`src/rtl/mul_div_unit_pkg.sv`:
```
// mul_div_unit_pkg: shared definitions for the iterative multiply/divide unit.
//   mdu_state_t    - control FSM states (2-bit encoding)
//   MDU_DIV0_QUOT  - quotient returned on divide by zero
package mul_div_unit_pkg;

    typedef enum logic [1:0] {
        MDU_IDLE = 2'd0,
        MDU_CALC = 2'd1,
        MDU_FIX  = 2'd2,
        MDU_DONE = 2'd3
    } mdu_state_t;

    localparam logic [31:0] MDU_DIV0_QUOT = 32'hFFFF_FFFF;

endpackage

```
`src/rtl/mul_div_unit_abs_neg.sv`:
```
// mdu_abs_neg: conditional two's-complement negate.
//   value  [WIDTH-1:0] in  - operand
//   negate             in  - 1 = output -value, 0 = pass through
//   result [WIDTH-1:0] out - value or -value (wraps for the most negative value)
module mdu_abs_neg #(
    parameter int WIDTH = 32
) (
    input  logic [WIDTH-1:0] value,
    input  logic             negate,
    output logic [WIDTH-1:0] result
);

    assign result = negate ? (~value + 1'b1) : value;

endmodule

```
`src/rtl/mul_div_unit.sv`:
```
// mul_div_unit: iterative MUL/MULTU/DIV/DIVU unit for the EX stage.
//   clk, rst_n          - clock, synchronous active-low reset
//   mul_ena, div_ena    - decoded multiply / divide in EX (divide wins if both)
//   mul_sign, div_sign  - signed variant select
//   a_in, b_in          - rs / rt operands, sampled only at start
//   flush               - aborts the operation in any state except DONE
//   stall_out           - holds PC, IF/ID and ID/EX while busy
//   done_out            - one-cycle pulse, hi_out/lo_out valid
//   hi_out, lo_out      - mul: product high/low; div: remainder/quotient
module mul_div_unit
    import mul_div_unit_pkg::*;
#(
    parameter int WIDTH = 32
) (
    input  logic             clk,
    input  logic             rst_n,
    input  logic             mul_ena,
    input  logic             div_ena,
    input  logic             mul_sign,
    input  logic             div_sign,
    input  logic [WIDTH-1:0] a_in,
    input  logic [WIDTH-1:0] b_in,
    input  logic             flush,
    output logic             stall_out,
    output logic             done_out,
    output logic [WIDTH-1:0] hi_out,
    output logic [WIDTH-1:0] lo_out
);

    localparam int CW = $clog2(WIDTH);

    mdu_state_t         state, state_next;
    logic [CW-1:0]      count;
    logic               is_div, neg_res, neg_rem, b_zero;
    logic [WIDTH-1:0]   a_orig, b_abs;
    logic [2*WIDTH-1:0] acc, acc_next;

    logic               start, op_sign, a_sgn, b_sgn;
    logic [WIDTH-1:0]   a_abs, b_abs_in;
    logic [WIDTH:0]     mul_sum, div_shift, div_diff;
    logic [2*WIDTH-1:0] prod_fix;
    logic [WIDTH-1:0]   quot_fix, rem_fix, fix_hi, fix_lo;

    assign start   = (mul_ena | div_ena) & ~flush;
    assign op_sign = div_ena ? div_sign : mul_sign;
    assign a_sgn   = op_sign & a_in[WIDTH-1];
    assign b_sgn   = op_sign & b_in[WIDTH-1];

    mdu_abs_neg #(.WIDTH(WIDTH)) u_abs_a (.value(a_in), .negate(a_sgn), .result(a_abs));
    mdu_abs_neg #(.WIDTH(WIDTH)) u_abs_b (.value(b_in), .negate(b_sgn), .result(b_abs_in));

    // acc is shared: mul keeps {partial product, remaining multiplier bits},
    // div keeps {partial remainder, dividend bits shifting into quotient bits}.
    always_comb begin
        mul_sum   = {1'b0, acc[2*WIDTH-1:WIDTH]} + (acc[0] ? {1'b0, b_abs} : '0);
        div_shift = {acc[2*WIDTH-1:WIDTH], acc[WIDTH-1]};
        div_diff  = div_shift - {1'b0, b_abs};
        if (!is_div)
            acc_next = {mul_sum, acc[WIDTH-1:1]};
        else if (div_diff[WIDTH])
            acc_next = {div_shift[WIDTH-1:0], acc[WIDTH-2:0], 1'b0};
        else
            acc_next = {div_diff[WIDTH-1:0], acc[WIDTH-2:0], 1'b1};
    end

    mdu_abs_neg #(.WIDTH(2*WIDTH)) u_fix_prod (.value(acc), .negate(neg_res), .result(prod_fix));
    mdu_abs_neg #(.WIDTH(WIDTH)) u_fix_quot (.value(acc[WIDTH-1:0]), .negate(neg_res), .result(quot_fix));
    mdu_abs_neg #(.WIDTH(WIDTH)) u_fix_rem  (.value(acc[2*WIDTH-1:WIDTH]), .negate(neg_rem), .result(rem_fix));

    always_comb begin
        fix_hi = prod_fix[2*WIDTH-1:WIDTH];
        fix_lo = prod_fix[WIDTH-1:0];
        if (is_div) begin
            if (b_zero) begin
                fix_hi = a_orig;
                fix_lo = WIDTH'(MDU_DIV0_QUOT);
            end else begin
                fix_hi = rem_fix;
                fix_lo = quot_fix;
            end
        end
    end

    always_comb begin
        state_next = state;
        stall_out  = 1'b0;
        case (state)
            MDU_IDLE: begin
                stall_out = start;
                if (start) state_next = MDU_CALC;
            end
            MDU_CALC: begin
                if (flush) begin
                    state_next = MDU_IDLE;
                end else begin
                    stall_out = 1'b1;
                    if (count == CW'(WIDTH-1)) state_next = MDU_FIX;
                end
            end
            MDU_FIX: begin
                if (flush) begin
                    state_next = MDU_IDLE;
                end else begin
                    stall_out  = 1'b1;
                    state_next = MDU_DONE;
                end
            end
            MDU_DONE: state_next = MDU_IDLE;
            default:  state_next = MDU_IDLE;
        endcase
    end

    assign done_out = (state == MDU_DONE);

    always_ff @(posedge clk) begin
        if (!rst_n) begin
            state   <= MDU_IDLE;
            count   <= '0;
            hi_out  <= '0;
            lo_out  <= '0;
            is_div  <= 1'b0;
            neg_res <= 1'b0;
            neg_rem <= 1'b0;
            b_zero  <= 1'b0;
            a_orig  <= '0;
            b_abs   <= '0;
            acc     <= '0;
        end else begin
            state <= state_next;
            if (state == MDU_IDLE && start) begin
                is_div  <= div_ena;
                a_orig  <= a_in;
                b_abs   <= b_abs_in;
                b_zero  <= (b_in == '0);
                neg_res <= a_sgn ^ b_sgn;
                neg_rem <= a_sgn;
                acc     <= {{WIDTH{1'b0}}, a_abs};
                count   <= '0;
            end
            if (state == MDU_CALC) begin
                acc   <= acc_next;
                count <= count + 1'b1;
            end
            if (state == MDU_FIX && !flush) begin
                hi_out <= fix_hi;
                lo_out <= fix_lo;
            end
        end
    end

endmodule
```
`config.mk`:
```
export PLATFORM = sky130hd
export DESIGN_NAME = mul_div_unit
export DESIGN_NICKNAME = d
export VERILOG_FILES = /design/src/rtl/mul_div_unit_pkg.sv /design/src/rtl/mul_div_unit_abs_neg.sv /design/src/rtl/mul_div_unit.sv
export SDC_FILE = /design/constraint.sdc
export NUM_CORES = 1
export LEC_CHECK = 0
export ABC_AREA = 1
export CELL_PAD_IN_SITES_DETAIL_PLACEMENT = 1
export CELL_PAD_IN_SITES_GLOBAL_PLACEMENT = 2
export CORE_MARGIN = 2
export CORE_UTILIZATION = 34
export DETAILED_ROUTE_END_ITERATION = 8
export GPL_TIMING_DRIVEN = 0
export MAX_ROUTING_LAYER = met4
export PLACE_DENSITY_LB_ADDON = 0.3
export SLEW_MARGIN = 20
export SYNTH_ARGS = -nofsm -noshare
export SYNTH_HDL_FRONTEND = slang
export SYNTH_SLANG_ARGS = --single-unit
```
`constraint.sdc`:
```
create_clock -name clk -period 6.3 [get_ports clk]
set_clock_uncertainty 0.05 [all_clocks]
set_input_delay 0.945 -clock clk [delete_from_list [all_inputs] [get_ports clk]]
set_output_delay 0.945 -clock clk [all_outputs]
set_load 0.05 [all_outputs]
```
# Yosys cells after proc, flatten, opt, wreduce, memory -nomap -nowiden
# Index checks and enable logic that the tools add are counted.
[classes]
addsub = 8
eq_ne = 6
n_mux = 24
n_bitwise = 11
reduce_logical = 8
[op_table]
columns = ["cell", "count"]
rows = [
  ["$mux 64", 5],
  ["$mux 32", 9],
  ["$add 32x1->32 const B", 4],
  ["$not 32->32", 4],
  ["$add 64x1->64 const B", 1],
  ["$not 64->64", 1],
  ["$add 32x32->33", 1],
  ["$sub 33x32->33", 1],
  ["$logic_not 32->1", 1],
  ["$mux 5", 2],
  ["$mux 2", 4],
  ["$pmux 2 s4", 1],
  ["$add 5x1->5 const B", 1],
  ["$eq 5x5->1 const B", 1],
  ["$eq 2x2->1 const B", 2],
  ["$and 1x1->1", 3],
  ["$ne 3x3->1 const B", 1],
  ["$eq 2x1->1 const B", 1],
  ["$logic_and 1x1->1", 2],
  ["$logic_not 2->1", 1],
  ["$mux 1", 2],
  ["$ne 2x2->1 const B", 1],
  ["$pmux 1 s2", 1],
  ["$reduce_and 2->1", 1],
  ["6 further kinds", 6],
]
[word_totals]
regBits = 203
input_bits = 71
word_cells = 68

# Depth between registers and ports, before layout
[depth]
ltp_word = 5
mapped_depth = 20

# By module
# A second synthesis with hierarchy kept.
[unflattened]
hier_cells = 3736
area_unflattened_um2 = 21216.6
[by_module_without_submodules]
columns = ["module", "instances", "cells_each", "area_each_um2", "seq_area_each_um2"]
rows = [
  ["mul_div_unit", 1, 2330, 14316.2, 4063.9],
  ["mdu_abs_neg (u_abs_a ...)", 4, 227, 1108.6, 0.0],
  ["mdu_abs_neg (u_fix_prod)", 1, 498, 2466.1, 0.0],
]

# Worst setup path after synthesis
# No wires, ideal clock.
[synth_timing]
path_kind = "input-to-output"
from = "input flush"
to = "output stall_out"
arrival_time_ns = 2.412
path_slack_ns = 2.893
stages = 5
path_buffers = 2
cell_sequence = "inv_1 > nand3_1 > clkbuf_1 > clkbuf_1 > a21oi_1"
[synth_via]
elab_chain_cells = 3
[synth_rtl]
columns = ["item", "line", "text"]
rows = [
  ["from (decl)", "mul_div_unit.sv:23", "input logic flush,"],
  ["$not 1->1", "mul_div_unit.sv:44", "assign start = (mul_ena | div_ena) & ~flush;"],
  ["$and 1x1->1", "mul_div_unit.sv:44", ""],
  ["$pmux 1 s2 *", "mul_div_unit.sv:87", "case (state)"],
  ["to (decl)", "mul_div_unit.sv:24", "output logic stall_out,"],
]
# Every way passes the cells marked *; elsewhere a longest branch is shown, timed or not.

# Worst setup path in the final report
[layout_timing]
from = "input div_ena"
to = "output stall_out"
[layout_via]
elab_chain_cells = 3
[layout_rtl]
columns = ["item", "line", "text"]
rows = [
  ["from (decl)", "mul_div_unit.sv:18", "input logic div_ena,"],
  ["$or 1x1->1", "mul_div_unit.sv:44", ""],
  ["$and 1x1->1", "mul_div_unit.sv:44", ""],
  ["$pmux 1 s2", "mul_div_unit.sv:87", ""],
]
# Every way passes these cells.

==> results.ini <==
[final_layout]
finish.net_count=3618
multi_input_comb_area_mm2=0.01189
layout-area-overhead-vs-synth_pct=16.69
fillers=7469
final_layout_size_suffix_gt1_share_pct=3.583
ff_latch_area_mm2=0.004064
design_area_mm2=0.02170

[synthesis]
synth.distinct_cells=47
yosysWarnings=0
syn_nets=3455
synth.ff_latch_count=203
ys_dominant_reg_cell=dfxtp_1
yosysSeqAreaShare_pct=21.85
syn_inst=3307
async_reset_ff_share_pct=0
syn_area_per_cell_um2=5.624
synth_edf_count=0
netlist_area_mm2=0.01860

[grt]
grt_pass1_wl_um=144200
grt_max_degree=14
grt_pass1_vias=22039
grt_antenna_before_repair=3
grt_overflow_total=0
grt.total_usage_pct=35.50

[critical_path]
max_stage_delay_ns=0.73
cp_slowest_cell=clkdlybuf4s50_1
path_max_fanout=10
crit_family=buffers and inverters
arrival_ns=3.99
path_class=primary input to output port
crit_chain=clkdlybuf4s50_1 -> or2_2 -> nand3_1 -> clkbuf_1 -> clkbuf_1 -> a21oi_1 -> clkdlybuf4s50_1
worstSetupStartpointType=primary input
required_ns=5.30
cp_num_buf_inv=4
end_kind=output port

[min_path]
hp-class=flop to flop

[pwr]
p_int_uw=4259
switchingPower_uw=5937
finalPower_uw=10200
p_sw_share_pct=58.23
comb_power_share_pct=63.8
p_leak_uw=0.01077
p_per_area_mw_per_mm2=469.8
p_seq_share_pct=20.8
pwr-share-clk_pct=15.3
ir_drop_mv=0.2427

[cts]
clockBufferDepth=3
ctsResizeCount=0
ctsHoldBuffers=0
cts_buffers=26
cts_num_sinks=203
cts_tree=built
cts.clk_slew.worst_paths_ns=0.06
post_cts_buffers=0
insertion_delay_ns=0.59
ctsHtreeMaxLevel=1
cts-root-buf=clkbuf_16

[sta]
rsz0062_at_grt=no
slew_headroom_pct=21.81
max_freq_mhz=200.8
setup_viol=0
finalCritPeriodShare_pct=79.06
hold_slack_ns=0.4082
hold_viol=0
worst_slew_pin_slew_ns=1.173
finalSetupTns_ns=0
post-route-min-period_ns=4.981
fin_ws_ns=1.319
drv_slew=0

[floorplanning]
die_h_um=237.9
dieArea_mm2=0.05659
core_mm2=0.05392
ioPinCount=137
rows=85
die_w_um=237.9
start_util_pct=34.49

[placed_design]
place_hpwl_um=83120
pre_cts_ws_ns=1.341
gp_congestion=1.017
port_buffers=135
placed_area_mm2=0.02082

[route]
ant_nets=0
drt_first_pass_iters=5
drtIter0Drc=2131
drc=0
routed.top_layer=met4
wl_met2_um=39530
wl_um=100100
avgViaCountPerCell=5.468
wl_met3_um=10190
wl_met1_um=48230
vias=22905
drt-wirelength-per-cell_um=23.90

[job]
cap_violations=0

[run_status]
status=finished clean

synthesized netlist by cell type (3+ instances only):
cell	count	share of area [%]
a21o_1	3	0.12
nand2_2	17	0.57
and3_1	4	0.13
nand4_1	28	0.94
o21ai_1	12	0.32
inv_2	3	0.061
nor3_1	27	0.73
nand3_2	13	0.70
nor2_2	7	0.24
xnor2_1	17	0.80
a21oi_1	305	8.2
nor2_1	291	5.9
ha_1	75	5.0
buf_1	13	0.26
xor2_1	66	3.1
clkinv_1	5	0.10
or2_2	7	0.24
a31oi_1	31	1.0
nor4_1	7	0.24
nand3_1	231	6.2
inv_1	553	11
clkbuf_1	101	2.0
o21bai_1	6	0.24
nand2_1	924	19
o221ai_1	10	0.47
o211ai_1	20	0.81
o21ai_0	267	7.2
a21oi_2	11	0.52
dfxtp_1	203	22
nand3b_1	14	0.57
buf_2	15	0.40
per-stage QoR:
| stage | utilization (%) | cells |
|---|---|---|
| after floorplan | - | 3307 |
| after global placement | 38.61 | 4138 |
| after detailed placement | 38.61 | 4138 |
| after CTS | 40.23 | 4185 |
| after global routing | 40.23 | 4186 |
| final | 40.25 | 4189 |
tightest hold or removal path: stages, from the launching register on:
cell and delay [ns]:
dfxtp_1 0.30, inv_1 0.06, a21oi_1 0.06
routing by layer:
layer,track usage [%],vias to the layer above
li1,-,10856
met1,50.99,11035
met2,49.00,893
met3,9.903,121
met4,7.242,0
met5,-,-
cell usage in the layout (no fill, tap or decap), types with 12 or more instances in the layout:
master	n
a31oi_1	31
nand2_1	924
nand2_2	17
ha_1	75
nor2_1	291
inv_1	553
nand4_1	28
clkbuf_1	104
xor2_1	66
clkbuf_16	26
nor3_1	27
o211ai_1	20
xnor2_1	17
nand3b_1	14
o21ai_1	12
nand3_1	231
dfxtp_1	203
a21oi_1	305
nand3_2	13
buf_1	13
buf_2	15
clkdlybuf4s50_1	135
o21ai_0	267
registers in the layout, indices dropped and copies added (netlist names):
register / count
lo_out: 32
b_abs: 32
hi_out: 32
a_orig: 32
is_div: 1
count: 5
neg_rem: 1
state: 2
neg_res: 1
acc: 64
b_zero: 1
logic make-up after synthesis:
kind of cell             Yosys count  synth area share (%)
adder cells (fa/ha/maj)           77                 5.261
buffers and inverters            693                 14.24
AND/OR/NAND/NOR                 1580                 35.55
flip-flops                       203                 21.85
XOR/XNOR                          83                 3.909
AO/OA/AOI/OAI                    671                 19.19
final timing paths:
path                            slack, ns                    from                     end  depth (start not counted)
worst max register to register       2.43     acc[0]$_SDFFE_PN0P_    acc[59]$_SDFFE_PN0P_                         19
worst max-delay path                 1.32                 div_ena               stall_out                          7
worst min-delay path                 0.41  a_orig[3]$_SDFFE_PN0P_  a_orig[3]$_SDFFE_PN0P_                          2
worst min register to register       0.41  a_orig[3]$_SDFFE_PN0P_  a_orig[3]$_SDFFE_PN0P_                          2
cell type report:
class	count	share of cell area, %
Antenna cell	4	0.04612
Tap cell	696	4.013
Timing Repair Buffer	135	6.227
Sequential cell	203	18.73
Multi-Input combinational cell	2411	54.77
Clock buffer	34	3.367
Buffer	132	2.496
Clock inverter	13	0.6515
Inverter	561	9.703
power by group through the flow:
stage	sequential [uW]	clock, uW	combinational [uW]
floorplan	2110	0	3790
global placement	2100	0	6170
detailed placement	2110	0	6260
CTS	2090	1570	6300
global route	2130	1620	7050
finish	2120	1560	6510
Note: power is estimated with default switching activity, not from simulation.
